$ cat config.mk
export PLATFORM = sky130hd
export DESIGN_NAME = fdivsqrtexp
export DESIGN_NICKNAME = d
export VERILOG_FILES = /design/src/rtl/fdivsqrtexp.sv
export SDC_FILE = /design/constraint.sdc
export NUM_CORES = 1
export LEC_CHECK = 0
export ABC_AREA = 1
export BUFFER_PORTS_ARGS = -buffer_cell sky130_fd_sc_hd__buf_4
export CAP_MARGIN = 20
export CORE_MARGIN = 4
export CORE_UTILIZATION = 52
export DETAILED_ROUTE_END_ITERATION = 10
export PLACE_DENSITY = 0.86
export SETUP_SLACK_MARGIN = 0.4
export SLEW_MARGIN = 5
export SYNTH_ARGS = -nofsm -noshare
export SYNTH_HDL_FRONTEND = slang
export SYNTH_SLANG_ARGS = --single-unit
$ cat constraint.sdc
create_clock -name clk -period 3.59 [get_ports clk]
set_input_delay 0.8975 -clock clk [delete_from_list [all_inputs] [get_ports clk]]
set_output_delay 0.8975 -clock clk [all_outputs]
set_load 0.02 [all_outputs]
$ cat src/rtl/fdivsqrtexp.sv
// fdivsqrtexp: exponent/control path of an iterative divide/sqrt unit.
// Square root is enabled by defining FDIVSQRTEXP_SQRT_EN; otherwise every operation is a division.
module fdivsqrtexp #(
    parameter int NE   = 11,
    parameter int BIAS = 1023,
    parameter int LZW  = 6,
    parameter int ITER = 28
) (
    input  logic          clk,
    input  logic          reset,
    input  logic          Start,
    input  logic          SqrtE,
    input  logic [NE-1:0] Xe,
    input  logic [NE-1:0] Ye,
    input  logic [LZW-1:0] Xlz,
    input  logic [LZW-1:0] Ylz,
    input  logic          XZero,
    input  logic          YZero,
    input  logic          Flush,
    input  logic          ResultAck,
    output logic          Ready,
    output logic          Busy,
    output logic          Valid,
    output logic [NE+1:0] Qe,
    output logic          OddExp,
    output logic          DivZero
);
    localparam int W  = NE + 2;
    localparam int CW = $clog2(ITER + 1);
    typedef enum logic [1:0] {IDLE, BUSY, DONE} state_t;
    state_t state, state_n;
    logic [CW-1:0] cnt, cnt_n;
    logic [NE-1:0] xe_r, ye_r;
    logic [LZW-1:0] xlz_r, ylz_r;
    logic xz_r, yz_r, sq_r, sq, accept, first;
    logic [W-1:0] xeff, yeff, u, qe_n;
`ifdef FDIVSQRTEXP_SQRT_EN
    assign sq = sq_r;
`else
    logic unused_sq;
    assign unused_sq = sq_r;
    assign sq = 1'b0;
`endif
    assign xeff = {2'b00, xe_r} - {{(W-LZW){1'b0}}, xlz_r};
    assign yeff = {2'b00, ye_r} - {{(W-LZW){1'b0}}, ylz_r};
    assign u = xeff - W'(BIAS);
    assign qe_n = (xz_r || (!sq && yz_r)) ? '0 :
                  sq ? {u[W-1], u[W-1:1]} + W'(BIAS) : xeff - yeff + W'(BIAS);
    // the counter still holds its load value only in the first BUSY cycle
    assign first = state == BUSY && cnt == CW'(ITER - 1);
    assign Ready = state == IDLE;
    assign Busy  = state == BUSY;
    assign Valid = state == DONE;
    always_comb begin
        state_n = state;
        cnt_n = cnt;
        accept = 1'b0;
        unique case (state)
            IDLE: if (Start) begin
                state_n = BUSY;
                cnt_n = CW'(ITER - 1);
                accept = 1'b1;
            end
            BUSY: if (xz_r || yz_r || cnt == '0) state_n = DONE;
                  else cnt_n = cnt - CW'(1);
            DONE: if (ResultAck) state_n = IDLE;
            default: state_n = IDLE;
        endcase
        if (Flush) begin
            state_n = IDLE;
            cnt_n = cnt;
            accept = 1'b0;
        end
    end
    always_ff @(posedge clk) begin
        if (reset) begin
            state <= IDLE;
            cnt <= '0;
            Qe <= '0;
            OddExp <= 1'b0;
            DivZero <= 1'b0;
        end else begin
            state <= state_n;
            cnt <= cnt_n;
            if (first) begin
                Qe <= qe_n;
                OddExp <= sq & u[0];
                DivZero <= !sq && yz_r && !xz_r;
            end
        end
    end
    always_ff @(posedge clk)
        if (accept) begin
            xe_r <= Xe;
            ye_r <= Ye;
            xlz_r <= Xlz;
            ylz_r <= Ylz;
            xz_r <= XZero;
            yz_r <= YZero;
            sq_r <= SqrtE;
        end
endmodule

# ---- Yosys cells after proc, flatten, opt, wreduce, memory -nomap -nowiden
# Index checks and enable logic that the tools add are counted.
dict set report word_totals {
  ff_bits 57
  word_cells 45
  inputBits 42
  output_inout_bits 18
}
dict set report classes {
  n_addsub 5
  bitwise 1
  muxes 11
  eq_ne 7
  reduce_logical 11
}
# cell count
set ops {}
lappend ops {{subtractor 11 x 6 -> 12 bit} 2}
lappend ops {{adder 13 x 10 -> 13 bit, second input constant} 1}
lappend ops {{2-to-1 mux 13 bit} 1}
lappend ops {{subtractor 12 x 12 -> 13 bit} 1}
lappend ops {{2-to-1 mux 5 bit} 2}
lappend ops {{one-hot mux 5 bit (2 select lines)} 1}
lappend ops {{2-to-1 mux 2 bit} 3}
lappend ops {{inequality test 2 bit, second input constant} 3}
lappend ops {{one-hot mux 2 bit (3 select lines)} 1}
lappend ops {{== test 5 bit, second input constant} 1}
lappend ops {{zero test 5 bit} 1}
lappend ops {{subtractor 5 x 1 -> 5 bit, second input constant} 1}
lappend ops {{AND reduction 4 bit} 1}
lappend ops {{2-to-1 mux 1 bit} 3}
lappend ops {{AND reduction 3 bit} 1}
lappend ops {{== test 2 x 1 -> 1 bit, second input constant} 1}
lappend ops {{== test 2 bit, second input constant} 1}
lappend ops {{logical AND 1 bit} 2}
lappend ops {{zero test 2 bit} 1}
lappend ops {{logical OR 1 bit} 2}
lappend ops {{inequality test 2 x 1 -> 1 bit, second input constant} 1}
lappend ops {{nonzero test 2 bit} 1}
lappend ops {{OR reduction 2 bit} 1}
lappend ops {{zero test 1 bit} 1}
lappend ops {{inverter 1 bit} 1}

# ---- Longest topological paths before layout
# Gate-level depths: netlist of run 1.
dict set report depth {
  depth_word 4
  depth_mapped 21
}

# ---- Worst setup path after synthesis of run 1
# Ideal clock, no wire load.
dict set report synth_timing {
  kind {input to register}
  startpoint {in Start}
  endpoint {reg cnt[3]}
  path_slack_ns 0.373
  path_buffers 0
  setup_time_ns 0.138
  arrival_time_ns 3.078
  path_stages 7
  required_ns 3.452
  cell_sequence {nand2_1 > nor2_1 > inv_1 > nand2_1 > inv_1 > nand2_1 > a21oi_1}
}
dict set report synth_via {
  elab_chain_len 2
}
# element line
set synth_lines {}
lappend synth_lines {{from (decl)} 11} ;# input logic Start,
lappend synth_lines {{inequality test 2 bit (no line)} --}
lappend synth_lines {{AND reduction 4 bit (no line)} --}
lappend synth_lines {{to (signal assigned)} 84} ;# cnt <= cnt_n;
lappend synth_lines {{to (decl)} 32} ;# logic [CW-1:0] cnt, cnt_n;
# No other way between the ends.
# A chain may end at the register's enable or synchronous reset.

# ---- Final worst setup path of run 1
dict set report layout_timing {
  startpoint {reg xe_r[0]}
  endpoint {reg Qe[12]}
}
dict set report layout_via {
  elab_chain_len 4
}
# element line
set layout_lines {}
lappend layout_lines {{from (decl)} 33} ;# logic [NE-1:0] xe_r, ye_r;
lappend layout_lines {{from (signal assigned)} 94} ;# xe_r <= Xe;
lappend layout_lines {{subtractor 11 x 6 -> 12 bit} 44} ;# assign xeff = {2'b00, xe_r} - {{(W-LZW){1'b0}}, xlz_r};
lappend layout_lines {{subtractor 12 x 12 -> 13 bit} 48} ;# sq ? {u[W-1], u[W-1:1]} + W'(BIAS) : xeff - yeff + W'(BIAS);
lappend layout_lines {{adder 13 x 10 -> 13 bit} 48}
lappend layout_lines {{2-to-1 mux 13 bit} 47} ;# assign qe_n = (xz_r || (!sq && yz_r)) ? '0 :
lappend layout_lines {{to (signal assigned)} 86} ;# Qe <= qe_n;
lappend layout_lines {{to (decl)} 24} ;# output logic [NE+1:0] Qe,
# No other way between the ends.

==> metrics.txt, run 1 <==
# TYPE chip_impl_metric gauge
chip_impl_metric{name="die_width",unit="um"} 90.71
chip_impl_metric{name="cts.sink_count",unit=""} 57
chip_impl_metric{name="timing.critical_path.arrival",unit="ns"} 3.26
chip_impl_metric{name="critical_path_required",unit="ns"} 3.86
chip_impl_info{name="tritoncts",value="yes"} 1
chip_impl_metric{name="path_max_fanout",unit=""} 5
chip_impl_metric{name="p_per_area",unit="nW/um2"} 433.7
chip_impl_metric{name="final_nets",unit=""} 563
chip_impl_metric{name="hpwl_reported_at_the_end_of_detailed_placement",unit="mm"} 5.627
chip_impl_metric{name="syn_area",unit="um2"} 3557
chip_impl_metric{name="post_synth_num_cell_types",unit=""} 30
chip_impl_info{name="hold_start",value="Qe[10]$_SDFFE_PP0P_"} 1
chip_impl_metric{name="fillCellCount",unit=""} 464
chip_impl_metric{name="regToRegSetupSlack",unit="ns"} 0.60
chip_impl_metric{name="routedWlPerCell",unit="um"} 13.67
chip_impl_metric{name="timing.final.hold_violations",unit=""} 0
chip_impl_info{name="hp-class",value="flop to flop"} 1
chip_impl_metric{name="cts.htree.levels",unit=""} 3
chip_impl_info{name="synthDominantAreaCellType",value="edfxtp_1"} 1
chip_impl_metric{name="post-layout-total-power",unit="uW"} 1942
chip_impl_info{name="run_status",value="finished clean"} 1
chip_impl_metric{name="cts_inserted_buffers",unit=""} 9
chip_impl_metric{name="synth_seq_cells",unit=""} 57
chip_impl_metric{name="io_buffers",unit=""} 57
chip_impl_metric{name="die_height",unit="um"} 90.71
chip_impl_info{name="reg2reg_from",value="xe_r[0]$_DFFE_PP_"} 1
chip_impl_info{name="rsz0062_at_grt",value="false"} 1
chip_impl_metric{name="drt_pre_antenna_iters",unit=""} 4
chip_impl_metric{name="grt_first_pass_wirelength",unit="mm"} 12.81
chip_impl_metric{name="yosys_warnings",unit=""} 0
chip_impl_metric{name="vias",unit=""} 2895
chip_impl_metric{name="clk-insertion-delay-late",unit="ns"} 0.34
chip_impl_metric{name="wirelength",unit="mm"} 7.685
chip_impl_metric{name="setup_total_negative_slack",unit="ns"} 0
chip_impl_metric{name="die_area",unit="um2"} 8228
chip_impl_metric{name="synth_nets",unit=""} 497
chip_impl_metric{name="max_cap_violations",unit=""} 0
chip_impl_metric{name="number_of_global_route_vias_before_repair",unit=""} 2965
chip_impl_info{name="crit_type",value="flop to flop"} 1
chip_impl_metric{name="finalCritPeriodShare",unit="%"} 83.32
chip_impl_metric{name="slew_headroom",unit="%"} 56.62
chip_impl_metric{name="synth_enable_flop_cells",unit=""} 36
chip_impl_metric{name="vias_per_cell",unit=""} 5.151
chip_impl_metric{name="maximum_number_of_pins_on_one_net_before_global_route_repair",unit=""} 38
chip_impl_info{name="timing.critical_path.to_type",value="flop"} 1
chip_impl_metric{name="timing_worst_slew_pin_value",unit="ns"} 0.6486
chip_impl_metric{name="antenna_found_initial",unit=""} 0
chip_impl_metric{name="finalHoldWorstSlack",unit="ns"} 0.4666
chip_impl_metric{name="ioPinCount",unit=""} 60
chip_impl_metric{name="post_synthesis_sequential_area_ratio",unit="%"} 42.21
chip_impl_metric{name="sequential_cell_area",unit="um2"} 1501
chip_impl_metric{name="core_area",unit="um2"} 6495
chip_impl_metric{name="synth_top_area_share",unit="%"} 30.39
chip_impl_metric{name="diodes",unit=""} 0
chip_impl_metric{name="syn2layout_area_growth",unit="%"} 25.85
chip_impl_metric{name="power.static_leakage",unit="uW"} 0.002039
chip_impl_info{name="ys.flop_type",value="edfxtp_1"} 1
chip_impl_metric{name="number_of_buffers_between_clock_root_and_the_deepest_sink",unit=""} 2
chip_impl_metric{name="final_layout_size_suffix_gt1_share",unit="%"} 27.22
chip_impl_metric{name="globalRouteOverflowTotal",unit=""} 0
chip_impl_metric{name="layout_min_cycle_time",unit="ns"} 2.991
chip_impl_info{name="root_buffer",value="clkbuf_8"} 1
chip_impl_metric{name="multiInputGateArea",unit="um2"} 1947
chip_impl_metric{name="ir_worst_vdd",unit="V"} 0.0003801
chip_impl_metric{name="floorplan.initialDensity",unit="%"} 54.77
chip_impl_metric{name="synth_cells",unit=""} 414
chip_impl_metric{name="final_core_util",unit="%"} 68.93
chip_impl_metric{name="gpl.final_weighted_congestion",unit=""} 0.8688
chip_impl_metric{name="finClkSkew",unit="ns"} 0.01205
chip_impl_metric{name="dr.first_iter.drc_count",unit=""} 116
chip_impl_info{name="ys_top_cells_by_area",value="edfxtp_1 30%, ha_1 13%, dfxtp_1 12%"} 1
chip_impl_metric{name="groute.usage.overall",unit="%"} 19.14
chip_impl_metric{name="slew_violations",unit=""} 0
chip_impl_info{name="critical_path.startpoint_type",value="flop"} 1
chip_impl_info{name="cp-startpoint",value="xe_r[0]$_DFFE_PP_"} 1
chip_impl_metric{name="post_route_drc",unit=""} 0
chip_impl_metric{name="clock_transition_at_the_registers_of_the_reported_paths",unit="ns"} 0.06
chip_impl_metric{name="floorplan.rows",unit=""} 29
chip_impl_metric{name="postRouteAntennaNets",unit=""} 0
chip_impl_metric{name="setup-violations-final",unit=""} 0
chip_impl_metric{name="synthesized_area_divided_by_synthesized_cell_count",unit="um2"} 8.592
chip_impl_metric{name="timing.fmax",unit="GHz"} 0.3343
chip_impl_metric{name="synth_async_sr_flop_share",unit="%"} 0
-- cells in the mapped netlist (6+ instances only) --
library cell and count:
inv_1 71, nand3_2 6, nand2_1 96, nand3_1 23, ha_1 38, nand4_1 7
edfxtp_1 36, nor2_1 26, o21ai_0 9, dfxtp_1 21, xor2_1 14, nor3_1 6
a21oi_1 28
-- layer usage --
layer,wire length (um),vias up,track usage [%]
met4,131,0,6.760
met1,3198,1336,21.02
met5,0,-,0
met2,4041,63,34.77
met3,314,16,5.667
li1,-,1480,-
-- through the flow --
| step | setup slack [ns] | cells | cell area, um2 |
|---|---|---|---|
| floorplan | 0.7497 | 414 | 3560 |
| global placement | 0.4463 | 544 | 4066 |
| detailed placement | 0.3849 | 544 | 4066 |
| CTS | 0.4264 | 560 | 4283 |
| global route | 0.3751 | 562 | 4477 |
| finish | 0.5988 | 562 | 4477 |
-- cell families after synthesis --
kind of cell             Yosys count  synth area share, %
buffers and inverters             78                8.548
AO/OA/AOI/OAI                     43                6.577
other                              1               0.1054
flip-flops                        57                42.21
adder cells (fa/ha/maj)           41                15.05
XOR/XNOR                          18                4.432
AND/OR/NAND/NOR                  176                23.07
-- critical path: stages, from the launching register on --
cell and delay (ns):
edfxtp_1 0.36, inv_1 0.07, ha_2 0.16, inv_2 0.04
fa_2 0.37, nand3_2 0.09, nand3_4 0.09, nand4_1 0.11
nand3b_1 0.14, nor2_2 0.14, xor2_1 0.15, ha_1 0.26
inv_2 0.08, ha_4 0.22, nand2_1 0.09, inv_1 0.05
a21oi_2 0.14, nand3_1 0.08, nand2_1 0.06, nand3_1 0.07
a21oi_1 0.14
-- path summary, 6_finish.rpt --
kind,endpoint,depth (start not counted)
worst max-delay path,Qe[12]$_SDFFE_PP0P_,20
worst min register to register,Qe[10]$_SDFFE_PP0P_,2
worst min-delay path,Qe[10]$_SDFFE_PP0P_,2
worst max register to register,Qe[12]$_SDFFE_PP0P_,20
-- what timing repair did --
item                       4_1_cts  5_1_grt
setup buffers                    0        2
setup endpoints to repair        5        7
hold buffers                     0        0
pin swaps                        0       13
resized for setup                2       44
-- layout make-up --
type,count,share of cell area [%]
sequential,57,33.54
tap,77,2.152
clock buffer,14,3.885
multi-input combinational,279,43.49
inverter,73,6.121
clock inverter,2,0.7546
timing repair buffer,60,10.06
-- sequential cells by signal (all words and copies together), names as in the netlist --
signal,count
cnt,5
xz_r,1
yz_r,1
ye_r,11
ylz_r,6
xlz_r,6
xe_r,11
Qe,13
state,2
DivZero,1
-- layout by cell type (no fill, tap or decap), types with 2 or more instances in the layout --
master / instances
nand3b_1: 3
a21oi_1: 21
nor2_4: 2
xor2_1: 14
or2_2: 4
fa_2: 2
buf_4: 60
edfxtp_1: 36
inv_2: 4
ha_4: 6
nand3_1: 20
o21ai_1: 3
dfxtp_1: 21
nor2_2: 6
ha_2: 4
ha_1: 28
xnor2_1: 4
nand3_2: 8
nor3_1: 5
nor2_1: 19
a21oi_2: 10
o21ai_0: 6
clkbuf_8: 10
clkbuf_1: 3
nand4_1: 7
nand2_2: 7
inv_1: 69
nand2_1: 89
-- where the power goes --
group | leakage (uW) | internal [uW] | total, uW | switching (uW)
sequential | 0.000506 | 724 | 740 | 16.1
combinational | 0.00143 | 245 | 581 | 336
clock | 0.000103 | 380 | 621 | 240
No activity file was read; power rests on OpenSTA's default activity.
==> inputs of run 2 (changes only) <==
ABC_AREA = 0   (was 1)
clock period = 2.8 ns   (was 3.59 ns; I/O delays follow)
==> run 2 against run 1 <==
The run now ends with negative setup slack left. Sequential share of layout area down 1.2 points. Power rose by 39%. Global-route usage is 1.5 points higher. Combinational power is 74% higher. Highest routed layer unchanged.
==> metrics.txt, run 2 <==
# TYPE chip_impl_metric gauge
chip_impl_info{name="run_status",value="finished, violations left"} 1
chip_impl_info{name="violations_in_the_final_reports",value="negative setup slack"} 1
chip_impl_metric{name="path_max_fanout",unit=""} 4
chip_impl_metric{name="synth_fa_ha_area_share",unit="%"} 16.07
chip_impl_metric{name="dr.first_iter.drc_count",unit=""} 114
chip_impl_metric{name="fillCellCount",unit=""} 389
chip_impl_info{name="crit_type",value="flop to flop"} 1
chip_impl_info{name="ys_top_cells_by_area",value="edfxtp_1 32%, ha_1 14%, dfxtp_1 13%"} 1
chip_impl_metric{name="post_route_drc",unit=""} 0
chip_impl_metric{name="vias",unit=""} 2761
chip_impl_metric{name="clk-insertion-delay-late",unit="ns"} 0.35
chip_impl_metric{name="antenna_found_initial",unit=""} 0
chip_impl_metric{name="ir_worst_vdd",unit="V"} 0.0004192
chip_impl_metric{name="timing.critical_path.arrival",unit="ns"} 3.76
chip_impl_info{name="largest-register",value="Qe"} 1
chip_impl_metric{name="cts.htree.levels",unit=""} 3
chip_impl_metric{name="floorplan.initialDensity",unit="%"} 54.98
chip_impl_metric{name="floorplan.rows",unit=""} 28
chip_impl_info{name="hp-class",value="flop to flop"} 1
chip_impl_metric{name="cp.buffers_inverters",unit=""} 2
chip_impl_metric{name="routedWlPerCell",unit="um"} 15.64
chip_impl_metric{name="die_area",unit="um2"} 7752
chip_impl_metric{name="setup_total_negative_slack",unit="ns"} -4.758
chip_impl_metric{name="synth_async_sr_flop_share",unit="%"} 0
chip_impl_info{name="synthMostInstantiatedCell",value="ha_1"} 1
chip_impl_metric{name="synth_top_area_share",unit="%"} 32.44
chip_impl_metric{name="power.static_leakage",unit="uW"} 0.001967
chip_impl_info{name="root_buffer",value="clkbuf_8"} 1
chip_impl_info{name="synth_top_family_by_area",value="adder cells"} 1
chip_impl_metric{name="synth_compound_gate_area_share",unit="%"} 15.02
chip_impl_metric{name="vias_per_cell",unit=""} 5.522
chip_impl_info{name="timing.critical_path.to_type",value="flop"} 1
chip_impl_metric{name="yosys_warnings",unit=""} 0
chip_impl_metric{name="io_buffers",unit=""} 57
chip_impl_metric{name="globalRouteOverflowTotal",unit=""} 0
chip_impl_metric{name="sequential_cell_area",unit="um2"} 1501
chip_impl_metric{name="yosys-mux-area-fraction",unit="%"} 0
chip_impl_metric{name="setup-violations-final",unit=""} 9
chip_impl_metric{name="multiInputGateArea",unit="um2"} 1963
chip_impl_metric{name="final_cell_count_no_fill",unit=""} 500
chip_impl_metric{name="slew_violations",unit=""} 0
chip_impl_metric{name="number_of_global_route_vias_before_repair",unit=""} 2788
chip_impl_metric{name="core_area",unit="um2"} 6061
chip_impl_metric{name="gpl.final_weighted_congestion",unit=""} 0.8622
chip_impl_info{name="cpLargestDelayFamily",value="adder cells"} 1
chip_impl_info{name="largest_registers",value="Qe x13, xe_r x11, ye_r x11"} 1
chip_impl_metric{name="setup_slack",unit="ns"} -0.7223
chip_impl_metric{name="placement.cell_area",unit="um2"} 4249
chip_impl_metric{name="xor_xnor_share_of_the_synthesized_area",unit="%"} 6.046
chip_impl_info{name="ys.flop_type",value="edfxtp_1"} 1
chip_impl_metric{name="synth_seq_cells",unit=""} 57
chip_impl_metric{name="final_layout_size_suffix_gt1_share",unit="%"} 40.00
chip_impl_metric{name="grt_first_pass_wirelength",unit="mm"} 12.22
chip_impl_metric{name="ioPinCount",unit=""} 60
chip_impl_info{name="final_common_cell",value="buf_4"} 1
chip_impl_metric{name="final_nets",unit=""} 503
chip_impl_metric{name="max_cap_violations",unit=""} 0
chip_impl_metric{name="finalHoldWorstSlack",unit="ns"} 0.4733
chip_impl_metric{name="cts_inserted_buffers",unit=""} 9
chip_impl_metric{name="slew_headroom",unit="%"} 63.67
chip_impl_info{name="critPathSlowestCell",value="or4_1"} 1
chip_impl_info{name="rsz0062_at_grt",value="true"} 1
chip_impl_metric{name="syn2layout_area_growth",unit="%"} 39.20
chip_impl_metric{name="critical_path_required",unit="ns"} 3.04
chip_impl_info{name="layout_common_cells",value="93 x buf_4, 36 x edfxtp_1, 29 x nor2_1, 26 x ha_1, 22 x inv_1"} 1
chip_impl_metric{name="postRouteAntennaNets",unit=""} 0
chip_impl_metric{name="timing_worst_slew_pin_value",unit="ns"} 0.5450
chip_impl_metric{name="synth_nets",unit=""} 395
chip_impl_metric{name="number_of_flip_flops_under_the_largest_register_name",unit=""} 13
chip_impl_metric{name="worst_path_largest_cell_delay",unit="ns"} 0.41
chip_impl_metric{name="synth_cells",unit=""} 312
chip_impl_metric{name="syn_area",unit="um2"} 3332
chip_impl_metric{name="cts_hold_repair.buffers",unit=""} 0
chip_impl_metric{name="post-place-cells",unit=""} 479
chip_impl_info{name="tritoncts",value="yes"} 1
chip_impl_info{name="synthTopCellsByCount",value="38 x ha_1, 36 x edfxtp_1, 33 x nor2_1, 26 x inv_1, 21 x dfxtp_1"} 1
chip_impl_metric{name="finalCritPeriodShare",unit="%"} 125.8
chip_impl_info{name="critical_path.startpoint_type",value="flop"} 1
chip_impl_metric{name="number_of_buffers_between_clock_root_and_the_deepest_sink",unit=""} 2
chip_impl_metric{name="stdcell_area",unit="um2"} 4638
chip_impl_info{name="synthDominantAreaCellType",value="edfxtp_1"} 1
chip_impl_metric{name="maximum_number_of_pins_on_one_net_before_global_route_repair",unit=""} 37
chip_impl_metric{name="die_height",unit="um"} 88.05
chip_impl_metric{name="finClkSkew",unit="ns"} 0.01492
chip_impl_metric{name="p_per_area",unit="nW/um2"} 583.5
chip_impl_metric{name="hpwl_reported_at_the_end_of_detailed_placement",unit="mm"} 5.563
chip_impl_metric{name="drt_pre_antenna_iters",unit=""} 4
chip_impl_metric{name="wirelength",unit="mm"} 7.821
chip_impl_metric{name="diodes",unit=""} 0
chip_impl_metric{name="clock_transition_at_the_registers_of_the_reported_paths",unit="ns"} 0.07
chip_impl_metric{name="final_core_util",unit="%"} 76.53
chip_impl_metric{name="groute.usage.overall",unit="%"} 20.60
chip_impl_metric{name="synth_enable_flop_cells",unit=""} 36
chip_impl_metric{name="layout_min_cycle_time",unit="ns"} 3.522
chip_impl_metric{name="cts.sink_count",unit=""} 57
chip_impl_metric{name="post_synthesis_sequential_area_ratio",unit="%"} 45.06
chip_impl_metric{name="timing.fmax",unit="GHz"} 0.2839
chip_impl_metric{name="die_width",unit="um"} 88.05
chip_impl_metric{name="synthesized_area_divided_by_synthesized_cell_count",unit="um2"} 10.68
chip_impl_metric{name="yosys.area_share.simple",unit="%"} 14.08
chip_impl_metric{name="post_synth_num_cell_types",unit=""} 52
chip_impl_metric{name="timing.final.hold_violations",unit=""} 0
chip_impl_info{name="cp_cell_sequence",value="inv_1 > ha_2 > inv_2 > fa_2 > a21o_1 > a21oi_2 > o21ai_2 > or4_1 > xor2_1 > ha_1 > ha_4 > and3_4 > nand2_2 > a211oi_2 > or3_1 > a32o_2"} 1
-- run 2: path summary, 6_finish.rpt --
| kind | from | end | slack (ns) | cells after the start |
|---|---|---|---|---|
| worst max-delay path | ye_r[0]$_DFFE_PP_ | Qe[11]$_SDFFE_PP0P_ | -0.72 | 16 |
| worst max register to register | ye_r[0]$_DFFE_PP_ | Qe[11]$_SDFFE_PP0P_ | -0.72 | 16 |
| worst min register to register | Qe[4]$_SDFFE_PP0P_ | Qe[4]$_SDFFE_PP0P_ | 0.47 | 2 |
| worst min-delay path | Qe[4]$_SDFFE_PP0P_ | Qe[4]$_SDFFE_PP0P_ | 0.47 | 2 |
-- run 2: cell type report --
type | instances | share of cell area (%)
clock inverters | 1 | 0.1349
repair buffers | 101 | 16.99
inverters | 26 | 2.104
flip-flops and latches | 57 | 32.37
clock buffers | 15 | 4.046
well taps | 75 | 2.023
multi-input cells | 225 | 42.33
-- run 2: routing by layer --
metal | GRT usage (%) | part of all wire, %
met5 | 0 | 0
met1 | 22.22 | 40
met2 | 38.15 | 53
met4 | 7.280 | 1.6
met3 | 6.021 | 5.3
-- run 2: logic make-up after synthesis --
family          Yosys count
compound gates           69
simple gates             91
fa+ha+maj                41
xor+xnor                 23
buf+inv                  30
flops                    57
other cells               1
-- run 2: what timing repair did --
action	CTS	global route
cloned	0	0
setup endpoints to repair	11	11
pin swaps	3	21
gates resized for setup	9	27
setup buffers	2	3
-- run 2: where the power goes --
part	total, uW	internal, uW	switching, uW	leakage (uW)
Combinational	1010	527	480	0.00136
Sequential	945	927	17.8	0.000506
Clock	754	425	329	0.0000994
-- run 2: worst reg2reg max path, stage by stage, from the launching register on --
cell and delay, ns:
edfxtp_1 0.35, inv_1 0.06, ha_2 0.18, inv_2 0.04
fa_2 0.33, a21o_1 0.18, a21oi_2 0.17, o21ai_2 0.09
or4_1 0.41, xor2_1 0.17, ha_1 0.31, ha_4 0.25
and3_4 0.18, nand2_2 0.07, a211oi_2 0.04, or3_1 0.32
a32o_2 0.27
-- run 2: stage by stage --
stage / setup slack (ns) / total power, uW
floorplan: -0.5458 / 1495
global placement: -0.6241 / 1744
detailed placement: -0.6990 / 1782
CTS: -0.7064 / 2586
global route: -0.8537 / 2837
finish: -0.7223 / 2706
==> inputs of run 3 (changes only) <==
CORE_UTILIZATION = 40   (was 52)
PLACE_DENSITY = 0.71   (was 0.86)
==> run 3 against run 2 <==
The run still ends with negative setup slack left. Worst setup slack worse by 0.0064 ns. Cell count rose by 6.8%. Sequential share of layout area down 1.5 points. Via count decreased by 3.1%. Sequential power barely moved. Sequential cell count unchanged. Worst hold slack got worse by 0.0046 ns. Global-route usage down 5.9 points. Combinational power up 5%. Critical path depth shrank 1. Die area rose by 27%.
==> metrics.txt, run 3 (same netlist as run 2, synthesis figures left out) <==
# TYPE chip_impl_metric gauge
chip_impl_info{name="run_status",value="finished, violations left"} 1
chip_impl_info{name="violations_in_the_final_reports",value="negative setup slack"} 1
chip_impl_metric{name="number_of_flip_flops_under_the_largest_register_name",unit=""} 13
chip_impl_metric{name="groute.usage.overall",unit="%"} 14.73
chip_impl_metric{name="core_area",unit="um2"} 8175
chip_impl_metric{name="vias",unit=""} 2676
chip_impl_metric{name="hpwl_reported_at_the_end_of_detailed_placement",unit="mm"} 5.246
chip_impl_info{name="timing.critical_path.to_type",value="flop"} 1
chip_impl_metric{name="dp_slack",unit="ns"} -0.7671
chip_impl_metric{name="io_buffers",unit=""} 57
chip_impl_metric{name="final_cell_count_no_fill",unit=""} 534
chip_impl_metric{name="post_route_drc",unit=""} 0
chip_impl_metric{name="floorplan.rows",unit=""} 33
chip_impl_metric{name="path_max_fanout",unit=""} 3
chip_impl_info{name="largest-register",value="Qe"} 1
chip_impl_metric{name="die_area",unit="um2"} 9855
chip_impl_metric{name="timing_worst_slew_pin_value",unit="ns"} 0.5070
chip_impl_info{name="final_common_cell",value="buf_4"} 1
chip_impl_metric{name="cts.htree.levels",unit=""} 3
chip_impl_metric{name="timing.critical_path.arrival",unit="ns"} 3.76
chip_impl_info{name="cp_cell_sequence",value="inv_1 > ha_2 > inv_2 > fa_2 > a21o_1 > a21oi_2 > o21ai_2 > or4_4 > xor2_4 > ha_4 > ha_4 > a21oi_2 > o21ai_1 > or3_1 > a32o_1"} 1
chip_impl_metric{name="setup-violations-final",unit=""} 9
chip_impl_metric{name="timing.fmax",unit="GHz"} 0.2834
chip_impl_metric{name="die_height",unit="um"} 99.27
chip_impl_metric{name="wirelength",unit="mm"} 7.461
chip_impl_metric{name="ioPinCount",unit=""} 60
chip_impl_metric{name="ir_worst_vdd",unit="V"} 0.0003070
chip_impl_info{name="rsz0062_at_grt",value="true"} 1
chip_impl_metric{name="max_cap_violations",unit=""} 0
chip_impl_metric{name="final_nets",unit=""} 507
chip_impl_metric{name="timing.final.hold_violations",unit=""} 0
chip_impl_metric{name="post-place-cells",unit=""} 507
chip_impl_metric{name="maximum_number_of_pins_on_one_net_before_global_route_repair",unit=""} 37
chip_impl_info{name="critPathSlowestCell",value="or4_4"} 1
chip_impl_info{name="critical_path.startpoint_type",value="flop"} 1
chip_impl_metric{name="syn2layout_area_growth",unit="%"} 45.85
chip_impl_metric{name="number_of_buffers_between_clock_root_and_the_deepest_sink",unit=""} 2
chip_impl_metric{name="finalCritPeriodShare",unit="%"} 126.0
chip_impl_metric{name="p_per_area",unit="nW/um2"} 584.2
chip_impl_info{name="crit_type",value="flop to flop"} 1
chip_impl_metric{name="setup_slack",unit="ns"} -0.7287
chip_impl_metric{name="clock_transition_at_the_registers_of_the_reported_paths",unit="ns"} 0.06
chip_impl_metric{name="postRouteAntennaNets",unit=""} 0
chip_impl_metric{name="stdcell_area",unit="um2"} 4860
chip_impl_metric{name="setup_total_negative_slack",unit="ns"} -4.249
chip_impl_metric{name="regToRegSetupSlack",unit="ns"} -0.73
chip_impl_metric{name="drt_pre_antenna_iters",unit=""} 4
chip_impl_metric{name="antenna_found_initial",unit=""} 0
chip_impl_info{name="hp-class",value="flop to flop"} 1
chip_impl_info{name="layout_common_cells",value="95 x buf_4, 36 x edfxtp_1, 29 x nor2_1, 22 x ha_1, 21 x dfxtp_1"} 1
chip_impl_metric{name="worst_path_largest_cell_delay",unit="ns"} 0.46
chip_impl_info{name="largest_registers",value="Qe x13, xe_r x11, ye_r x11"} 1
chip_impl_metric{name="grt_first_pass_wirelength",unit="mm"} 11.61
chip_impl_metric{name="critical_path_required",unit="ns"} 3.03
chip_impl_metric{name="floorplan.initialDensity",unit="%"} 40.76
chip_impl_metric{name="diodes",unit=""} 0
chip_impl_metric{name="gpl.final_weighted_congestion",unit=""} 0.8368
chip_impl_metric{name="clk-insertion-delay-late",unit="ns"} 0.34
chip_impl_metric{name="die_width",unit="um"} 99.27
chip_impl_metric{name="cts_inserted_buffers",unit=""} 9
chip_impl_metric{name="routedWlPerCell",unit="um"} 13.97
chip_impl_metric{name="slew_violations",unit=""} 0
chip_impl_metric{name="dr.first_iter.drc_count",unit=""} 100
chip_impl_metric{name="finClkSkew",unit="ns"} 0.01051
chip_impl_metric{name="slew_headroom",unit="%"} 66.20
chip_impl_metric{name="final_layout_size_suffix_gt1_share",unit="%"} 44.29
chip_impl_metric{name="post-layout-total-power",unit="uW"} 2839
chip_impl_info{name="tritoncts",value="yes"} 1
chip_impl_metric{name="number_of_global_route_vias_before_repair",unit=""} 2652
chip_impl_metric{name="power.static_leakage",unit="uW"} 0.002000
chip_impl_metric{name="cts.sink_count",unit=""} 57
chip_impl_metric{name="globalRouteOverflowTotal",unit=""} 0
chip_impl_metric{name="vias_per_cell",unit=""} 5.011
chip_impl_metric{name="layout_min_cycle_time",unit="ns"} 3.529
chip_impl_metric{name="placement.cell_area",unit="um2"} 4272
chip_impl_info{name="root_buffer",value="clkbuf_8"} 1
## run 3: layer usage
metal / vias to the layer above / GRT usage, % / wire length [um]
met5: - / 0 / 0
met4: 0 / 7.143 / 202
met3: 19 / 4.488 / 371
met2: 62 / 24.69 / 3748
met1: 1244 / 17.12 / 3139
li1: 1351 / - / -
## run 3: worst paths after layout
path                        from                  end  cells after the start
max            ye_r[0]$_DFFE_PP_  Qe[11]$_SDFFE_PP0P_                     15
min          Qe[10]$_SDFFE_PP0P_  Qe[10]$_SDFFE_PP0P_                      2
max reg2reg    ye_r[0]$_DFFE_PP_  Qe[11]$_SDFFE_PP0P_                     15
min reg2reg  Qe[10]$_SDFFE_PP0P_  Qe[10]$_SDFFE_PP0P_                      2
## run 3: critical path, delay by kind of cell, from the launching register on
kind                       cells  cell delay, ns
adders and majority gates      4            1.01
AOI/OAI and AO/OA              6            0.94
and+or+nand+nor                2            0.81
DFF                            1            0.37
xor gates and xnor gates       1            0.18
buffers and inverters          2            0.11
## run 3: what timing repair did
| action | 4_1_cts | 5_1_grt |
|---|---|---|
| setup endpoints to repair | 11 | 11 |
| buffers inserted | 5 | 6 |
| pin swaps | 13 | 29 |
| hold buffers | 0 | 0 |
| gates resized for setup | 24 | 34 |
## run 3: report_power, final
| part | leakage, uW | internal (uW) | switching [uW] | total, uW |
|---|---|---|---|---|
| Sequential | 0.000506 | 927 | 17.8 | 945 |
| Clock | 0.000108 | 496 | 334 | 830 |
| Combinational | 0.00139 | 570 | 495 | 1060 |
## run 3: layout make-up
type | instances | area (um2)
clock buffer | 10 | 127.6
clock inverter | 6 | 82.58
fill | 664 | 3316
inverter | 26 | 97.59
multi-input combinational | 225 | 2093
sequential | 57 | 1501
tap | 105 | 131.4
timing repair buffer | 105 | 825.8
## run 3: through the flow
stage / utilization (%) / hold slack (ns)
floorplan: - / 0.4534
global placement: 52.25 / 0.4504
detailed placement: 52.25 / 0.4599
CTS: 56.63 / 0.4732
global route: 59.44 / 0.4935
finish: 59.44 / 0.4687
